===== src/rtl/uno_feeder_pkg.sv =====
// Shared types and constants for the uno ifm feeder: FSM state encoding,
// default element width and the XSEL select width.
package uno_feeder_pkg;

  localparam int unsigned MAC_BW = 8;
  localparam int unsigned XSEL_W = 2;

  typedef enum logic [1:0] {
    FEED_IDLE,
    FEED_STREAM,
    FEED_DRAIN
  } feed_state_e;

endpackage


===== src/rtl/skew_line.sv =====
// Fixed-depth delay line, shifting every cycle, with synchronous active-high clear.
module skew_line #(
  parameter int unsigned DEPTH = 1,
  parameter int unsigned W     = 8
) (
  input  logic         i_clk,
  input  logic         i_clr,
  input  logic [W-1:0] i_d,
  output logic [W-1:0] o_q
);

  logic [W-1:0] r_stage [DEPTH];

  always_ff @(posedge i_clk) begin
    if (i_clr) begin
      for (int unsigned i = 0; i < DEPTH; i++) r_stage[i] <= '0;
    end else begin
      r_stage[0] <= i_d;
      for (int unsigned i = 1; i < DEPTH; i++) r_stage[i] <= r_stage[i-1];
    end
  end

  assign o_q = r_stage[DEPTH-1];

endmodule


===== src/rtl/uno_ifm_feeder.sv =====
// ifm operand feeder for a column of uno PEs: counts tile beats, skews row r by r cycles,
// drains and pulses done. Optional XSEL forwarding under `UNO_FEEDER_XSEL_EN.
module uno_ifm_feeder
  import uno_feeder_pkg::*;
#(
  parameter int unsigned ROWS = 4,   // 1..32
  parameter int unsigned DW   = MAC_BW,
  parameter int unsigned LW   = 16
) (
  input  logic                   clk,
  input  logic                   rst,
  input  logic                   start,
  input  logic [LW-1:0]          cfg_len,
  input  logic                   in_valid,
  output logic                   in_ready,
  input  logic [ROWS*DW-1:0]     in_data,
`ifdef UNO_FEEDER_XSEL_EN
  input  logic [XSEL_W-1:0]      in_xsel,
  output logic [ROWS*XSEL_W-1:0] o_xsel,
`endif
  output logic [ROWS*DW-1:0]     o_data,
  output logic [ROWS-1:0]        o_valid,
  output logic                   busy,
  output logic                   done
);

  localparam int unsigned DCW = (ROWS > 1) ? $clog2(ROWS) : 1;
  localparam logic [DCW-1:0] LAST_DRAIN = DCW'(ROWS - 1);
`ifdef UNO_FEEDER_XSEL_EN
  localparam int unsigned SW = 1 + XSEL_W + DW;
`else
  localparam int unsigned SW = 1 + DW;
`endif

  feed_state_e    r_state, w_state_nxt;
  logic [LW-1:0]  r_len, r_cnt;
  logic [DCW-1:0] r_drain_cnt;
  logic           r_zero_done;
  logic           w_accept, w_drain_end;

  assign in_ready = (r_state == FEED_STREAM) && (r_cnt < r_len);
  assign w_accept = in_valid & in_ready;

  always_comb begin
    w_state_nxt = r_state;
    w_drain_end = 1'b0;
    case (r_state)
      FEED_IDLE:
        if (start && (cfg_len != '0)) w_state_nxt = FEED_STREAM;
      FEED_STREAM:
        if (w_accept && (r_cnt == r_len - 1'b1)) w_state_nxt = FEED_DRAIN;
      FEED_DRAIN:
        if (r_drain_cnt == LAST_DRAIN) begin
          w_drain_end = 1'b1;
          w_state_nxt = FEED_IDLE;
        end
      default: w_state_nxt = FEED_IDLE;
    endcase
  end

  always_ff @(posedge clk) begin
    if (rst) begin
      r_state     <= FEED_IDLE;
      r_len       <= '0;
      r_cnt       <= '0;
      r_drain_cnt <= '0;
      r_zero_done <= 1'b0;
    end else begin
      r_state     <= w_state_nxt;
      // a zero-length tile never leaves IDLE, so its done comes from this flag
      r_zero_done <= (r_state == FEED_IDLE) && start && (cfg_len == '0);
      if ((r_state == FEED_IDLE) && start) begin
        r_len <= cfg_len;
        r_cnt <= '0;
      end else if (w_accept) begin
        r_cnt <= r_cnt + 1'b1;
      end
      if (r_state == FEED_DRAIN) r_drain_cnt <= r_drain_cnt + 1'b1;
      else                       r_drain_cnt <= '0;
    end
  end

  assign busy = (r_state != FEED_IDLE);
  assign done = w_drain_end | r_zero_done;

  for (genvar r = 0; r < ROWS; r++) begin : g_row
    logic [SW-1:0] w_d, w_q;

`ifdef UNO_FEEDER_XSEL_EN
    assign w_d = w_accept ? {1'b1, in_xsel, in_data[r*DW +: DW]} : '0;
    assign o_xsel[r*XSEL_W +: XSEL_W] = w_q[DW +: XSEL_W];
`else
    assign w_d = w_accept ? {1'b1, in_data[r*DW +: DW]} : '0;
`endif

    skew_line #(
      .DEPTH (r + 1),
      .W     (SW)
    ) u_line (
      .i_clk (clk),
      .i_clr (rst),
      .i_d   (w_d),
      .o_q   (w_q)
    );

    assign o_valid[r]           = w_q[SW-1];
    assign o_data[r*DW +: DW]   = w_q[DW-1:0];
  end

endmodule


===== config.mk =====
export PLATFORM = sky130hd
export DESIGN_NAME = uno_ifm_feeder
export DESIGN_NICKNAME = d
export VERILOG_FILES = /design/src/rtl/uno_feeder_pkg.sv /design/src/rtl/skew_line.sv /design/src/rtl/uno_ifm_feeder.sv
export SDC_FILE = /design/constraint.sdc
export NUM_CORES = 1
export LEC_CHECK = 0
export ABC_AREA = 1
export BUFFER_PORTS_ARGS = -buffer_cell sky130_fd_sc_hd__buf_2
export CAP_MARGIN = 30
export CORE_ASPECT_RATIO = 2
export CORE_MARGIN = 2
export CORE_UTILIZATION = 40
export DETAILED_ROUTE_END_ITERATION = 8
export PLACE_DENSITY_LB_ADDON = 0.1
export SLEW_MARGIN = 20
export SYNTH_ARGS = -nofsm -noshare
export SYNTH_HDL_FRONTEND = slang
export SYNTH_SLANG_ARGS = --single-unit

===== constraint.sdc =====
create_clock -name clk -period 2 [get_ports clk]
set_input_delay 0.2 -clock clk [delete_from_list [all_inputs] [get_ports clk]]
set_output_delay 0.2 -clock clk [all_outputs]
set_load 0.01 [all_outputs]

---- After elaboration in Yosys (flattened, before gate mapping) ----
Memories as Yosys holds them, arrays and structs flattened.
Index checks and enable logic that the tools add are counted.
storage, ports and cells
  memory bits (writable) .................. 90
  register bits ........................... 37
  input port bits ......................... 52
  memories ................................ 4
  output and inout port bits .............. 39
  logic and storage cells ................. 69
memories
  name                     depth  width  read ports  clocked after Yosys merged registers in  wr ports  line             RTL
  g_row[3].u_line.r_stage  4      9      4           0                                        4         skew_line.sv:12  logic [W-1:0] r_stage [DEPTH];
  g_row[2].u_line.r_stage  3      9      3           0                                        3         skew_line.sv:12
  g_row[1].u_line.r_stage  2      9      2           0                                        2         skew_line.sv:12
  g_row[0].u_line.r_stage  1      9      1           0                                        1         skew_line.sv:12
operators by class
  muxes and demuxes ....................... 24
  order comparisons ....................... 1
  equal/unequal tests ..................... 7
  $add $sub $neg .......................... 3
  bitwise operators ....................... 12
  reductions and logical operators ........ 13
operators with widths
  cell                   number
  $mux 9                 14
  $add 16x1->16 const B  1
  $eq 16x16->1           1
  $logic_not 16->1       1
  $lt 16x16->1           1
  $reduce_bool 16->1     1
  $sub 16x1->16 const B  1
  $or 1x1->1             10
  $reduce_or 9->1        1
  $mux 1                 6
  $mux 2                 3
  $pmux 2 s3             1
  $logic_and 1x1->1      5
  $eq 2x2->1 const B     2
  $ne 2x2->1 const B     2
  $reduce_or 2->1        2
  $reduce_and 3->1       1
  $add 2x1->2 const B    1
  $eq 2x1->1 const B     1
  $logic_not 2->1        1
  $ne 2x1->1 const B     1
  $reduce_bool 2->1      1
  $and 1x1->1            1
  $not 1->1              1

---- Depth between registers and ports, before layout ----
  depth after elaboration ................. 6
  depth in mapped cells ................... 16
  mapped depth without buffers ............ 16

---- Hierarchy ----
Synthesis repeated with hierarchy kept, for this count alone.
unflattened totals
  cell total of the unflattened synthesis .. 784
  area, all modules ....................... 5728.0 um^2
by module, submodules not included
  module                        cells an instance  sequential area each (um^2)  times used  area an instance (um^2)
  uno_ifm_feeder                486                740.7                        1           2991.6
  skew_line at g_row[3].u_line  112                720.7                        1           1041.0
  skew_line at g_row[2].u_line  93                 540.5                        1           847.1
  skew_line at g_row[1].u_line  65                 360.3                        1           589.3
  skew_line at g_row[0].u_line  28                 180.2                        1           259.0

---- Worst setup path before layout ----
Ideal clock, no wire load.
  path type ............................... flip-flop to flip-flop
  start point ............................. register r_len[3]
  end point ............................... register r_cnt[9]
  arrival time ............................ 1702 ps
  buffers on the path ..................... 1
  data required time ...................... 1885 ps
  clock period less this slack ............ 1817 ps
  cell stages (with the launch flop) ...... 13
  setup time .............................. 115 ps
  path slack .............................. 183 ps
  cells stage by stage .................... dfxtp_1 > inv_1 > ha_1 > a21oi_1 > nand2_1 > nand2_1 > nand2_1 > nand2_1 > nand3_4 > buf_6 > nor2_1 > a21oi_1 > o21a_1
on the way
  cells in the longest elaborated chain, start to end .. 3
ends and longest elaborated chain
  element                 line                  RTL
  start, declared         uno_ifm_feeder.sv:36  logic [LW-1:0] r_len, r_cnt;
  start signal, assigned  uno_ifm_feeder.sv:73  r_len <= cfg_len;
  $lt 16x16->1            uno_ifm_feeder.sv:41  assign in_ready = (r_state == FEED_STREAM) && (r_cnt < r_len);
  $logic_and 1x1->1       uno_ifm_feeder.sv:41
  $and 1x1->1             uno_ifm_feeder.sv:42  assign w_accept = in_valid & in_ready;
  end signal, assigned    uno_ifm_feeder.sv:76  r_cnt <= r_cnt + 1'b1;
  end, declared           uno_ifm_feeder.sv:36
Every way passes these cells.
A chain may end at the register's enable or synchronous reset.

---- Worst setup path after layout ----
  start point ............................. register r_len[11]
  end point ............................... output port in_ready
on the way
  cells in the longest elaborated chain, start to end .. 2
ends and longest elaborated chain
  element            line                  RTL
  $lt 16x16->1       uno_ifm_feeder.sv:41
  $logic_and 1x1->1  uno_ifm_feeder.sv:41
  end, declared      uno_ifm_feeder.sv:15  output logic in_ready,
Every way passes these cells.

==> out/metrics.yaml <==
pwr:
  peakVddDrop_mv: 0.768
  power_leakage_uw: 0.00332
  power_density_nw_per_um2: 898
clocking:
  clockBufferDepth: 2
  cts_tree: "built"
  clk_root_buffer_cell: "clkbuf_16"
  path_clk_slew_ps: 60
  clock_latency_ps: 410
  cts_buffers: 17
  cts.htree.levels: 4
  clock-sinks: 121
yosys:
  synth_cell_type_count: 34
  avgSynthCellArea_sq_um: 7.56
  synth_nets: 748
  post_synth_instance_area_sq_um: 5120
  synth_top_family_by_area: "simple AND/OR/NAND/NOR gates"
  synth_edf_count: 0
  synthArstFlopShare: 0
  synthSimpleGateAreaFrac: 0.242
  yosysWarnings: 0
  synth_compound_area_frac: 0.0528
  syn_inst: 677
  synth.area.mux_share: 0
  synth_xor_area_frac: 0.0342
  ys.flop_type: "dfxtp_1"
  ys_ff_latch: 121
  synthAdderAreaFrac: 0.0464
  ys_seq_area_frac: 0.473
timing:
  fin_setup_tns_ps: 0
  finalHoldViolCount: 0
  fin_skew_ps: 7.69
  setup-violations-final: 0
  drv_slew: 0
  rsz0062_at_grt: "true"
  period_share: 0.962
  timing.fmax_mhz: 520
  fin_crit_ps: 1920
  timing.slew.headroom: 0.650
  fin_hold_ws_ps: 9.24
  worst_pin_slew_ps: 520
floorplan:
  start_util: 0.408
  fp.dieW_um: 84.0
  die_h_um: 164
  die-area_sq_um: 13800
  fp-row-count: 58
  ios: 91
  fp.coreArea_sq_um: 12600
finish:
  antennaDiodeCount: 0
  nets: 898
  utilization: 0.555
  layout-drive-gt1-share: 0.281
  final_common_cell: "inv_1"
  most-common-layout-cells: "inv_1 (130), nor2_1 (124), dfxtp_1 (107)"
  area_delta_synth_final_pct: 36.1
setup_path:
  critPathKind: "flop to primary output"
  arrival_ps: 1720
  r2r_slack_ps: 110
  crit_path_start: "r_len[11]"
  r2r_end: "r_state[0]"
  worstSetupStartpointType: "flop"
  cp.required_ps: 1800
  crit_fanout: 3
  reg2regPathDepth: 11
  timing.rr.start: "r_len[7]"
  end_kind: "primary output"
worst_hold_path:
  min_path_type: "primary input to flop"
  hold_path_depth: 3
  hold_start: "in_data[14]"
  min_to: "g_row[1].u_line.r_stage[0][6]"
placement:
  gp_congestion: 0.881
  port-buffer-count: 90
  dp_hpwl_um: 9180
global_route:
  grt_pass1_vias: 4438
  antenna_found_initial: 0
  gr-total-overflow: 0
  grt_use_total: 0.187
  grt_start_max_net_pins: 40
  grt_pass1_wl_um: 20000
detailed_routing:
  routed_via_density: 4.56
  drc: 0
  ant_nets: 0
  drtIter0Drc: 197
  vias: 4516
  wl_per_cell_um: 12.8
  dr.pass1.iters: 4
  wirelength_um: 12700
status:
  status: "complete, no violations"
run:
  cap_violations: 0
## cell families after synthesis
family                     count (synthesis)
AOI/OAI and AO/OA                         51
adders and majority gates                 19
and+or+nand+nor                          287
DFF                                      121
xor gates and xnor gates                  20
buffers and inverters                    179
## routing by layer
layer / wire length, um / track usage / up-vias
met1: 4470 / 0.167 / 2027
met3: 539 / 0.0427 / 46
met5: 0 / 0 / -
met2: 6880 / 0.360 / 119
met4: 788 / 0.128 / 0
li1: - / - / 2324
## how the worst max path moves through the flow
| stage | endpoint | depth (start not counted) |
|---|---|---|
| after floorplan | r_cnt[9] | 12 |
| after global placement | r_cnt[14] | 13 |
| after detailed placement | r_state[0] | 12 |
| after CTS | in_ready | 10 |
| after global routing | in_ready | 10 |
| final | in_ready | 10 |
## critical path: stages, from the launching register on
cell and delay, ps:
dfxtp_2 330, inv_1 70, ha_4 270, nand2_1 40, inv_1 60, nand3_1 80
nor2_2 180, nand2_4 90, nand2_2 70, inv_2 40, buf_6 110
## power by group
part           internal [uW]  switching (uW)  leakage (uW)
Clock                   1800            1230      0.000290
Sequential              2470            23.4      0.000985
Combinational            308             425       0.00204
Total                   4580            1680       0.00332
## area by class of cell
| class | count | area (sq um) |
|---|---|---|
| fill | 1175 | 5590 |
| multi-input combinational | 378 | 2110 |
| sequential | 121 | 2440 |
| clock inverter | 14 | 150 |
| tap | 150 | 188 |
| clock buffer | 18 | 439 |
| inverter | 143 | 542 |
| timing repair buffer | 166 | 1090 |
## cell usage after synthesis, drive strengths merged, types with 4 or more instances
master    n  area, sq um
dfxtp   121         2420
xor2     10         87.6
nor3      6         40.0
a21oi    19         95.1
xnor2    10         87.6
nand4     5         31.3
o21ai    26          130
ha       19          238
buf      26          201
inv     142          533
nand3    41          223
nand2    87          327
nand3b    4         30.0
nor4      6         37.5
clkbuf   10         38.8
nor2    137          542
## metrics by stage
step           cell area, sq um  worst slack (ps)  cells  total power (uW)
2_1_floorplan              5120               183    677              2920
3_3_place_gp               5830             -46.9    923              3160
3_5_place_dp               5830             -78.5    923              3160
4_1_cts                    6760             0.128    985              6280
5_1_grt                    6960             -7.48    990              6520
6_report                   6960              76.1    990              6260
## registers in the layout, indices dropped and copies added (netlist names)
name,count
r_drain_cnt,2
r_zero_done,1
g_row.u_line.r_stage,84
r_len,16
r_cnt,16
r_state,2
## what timing repair did
item	4_1_cts	5_1_grt
hold buffers	27	0
cloned	0	1
setup buffers	3	4
resized for setup	18	39
setup endpoints to repair	39	30
endpoints found under the hold margin	27	0
pin swaps	10	16
Power figures use the tool's default switching activity.
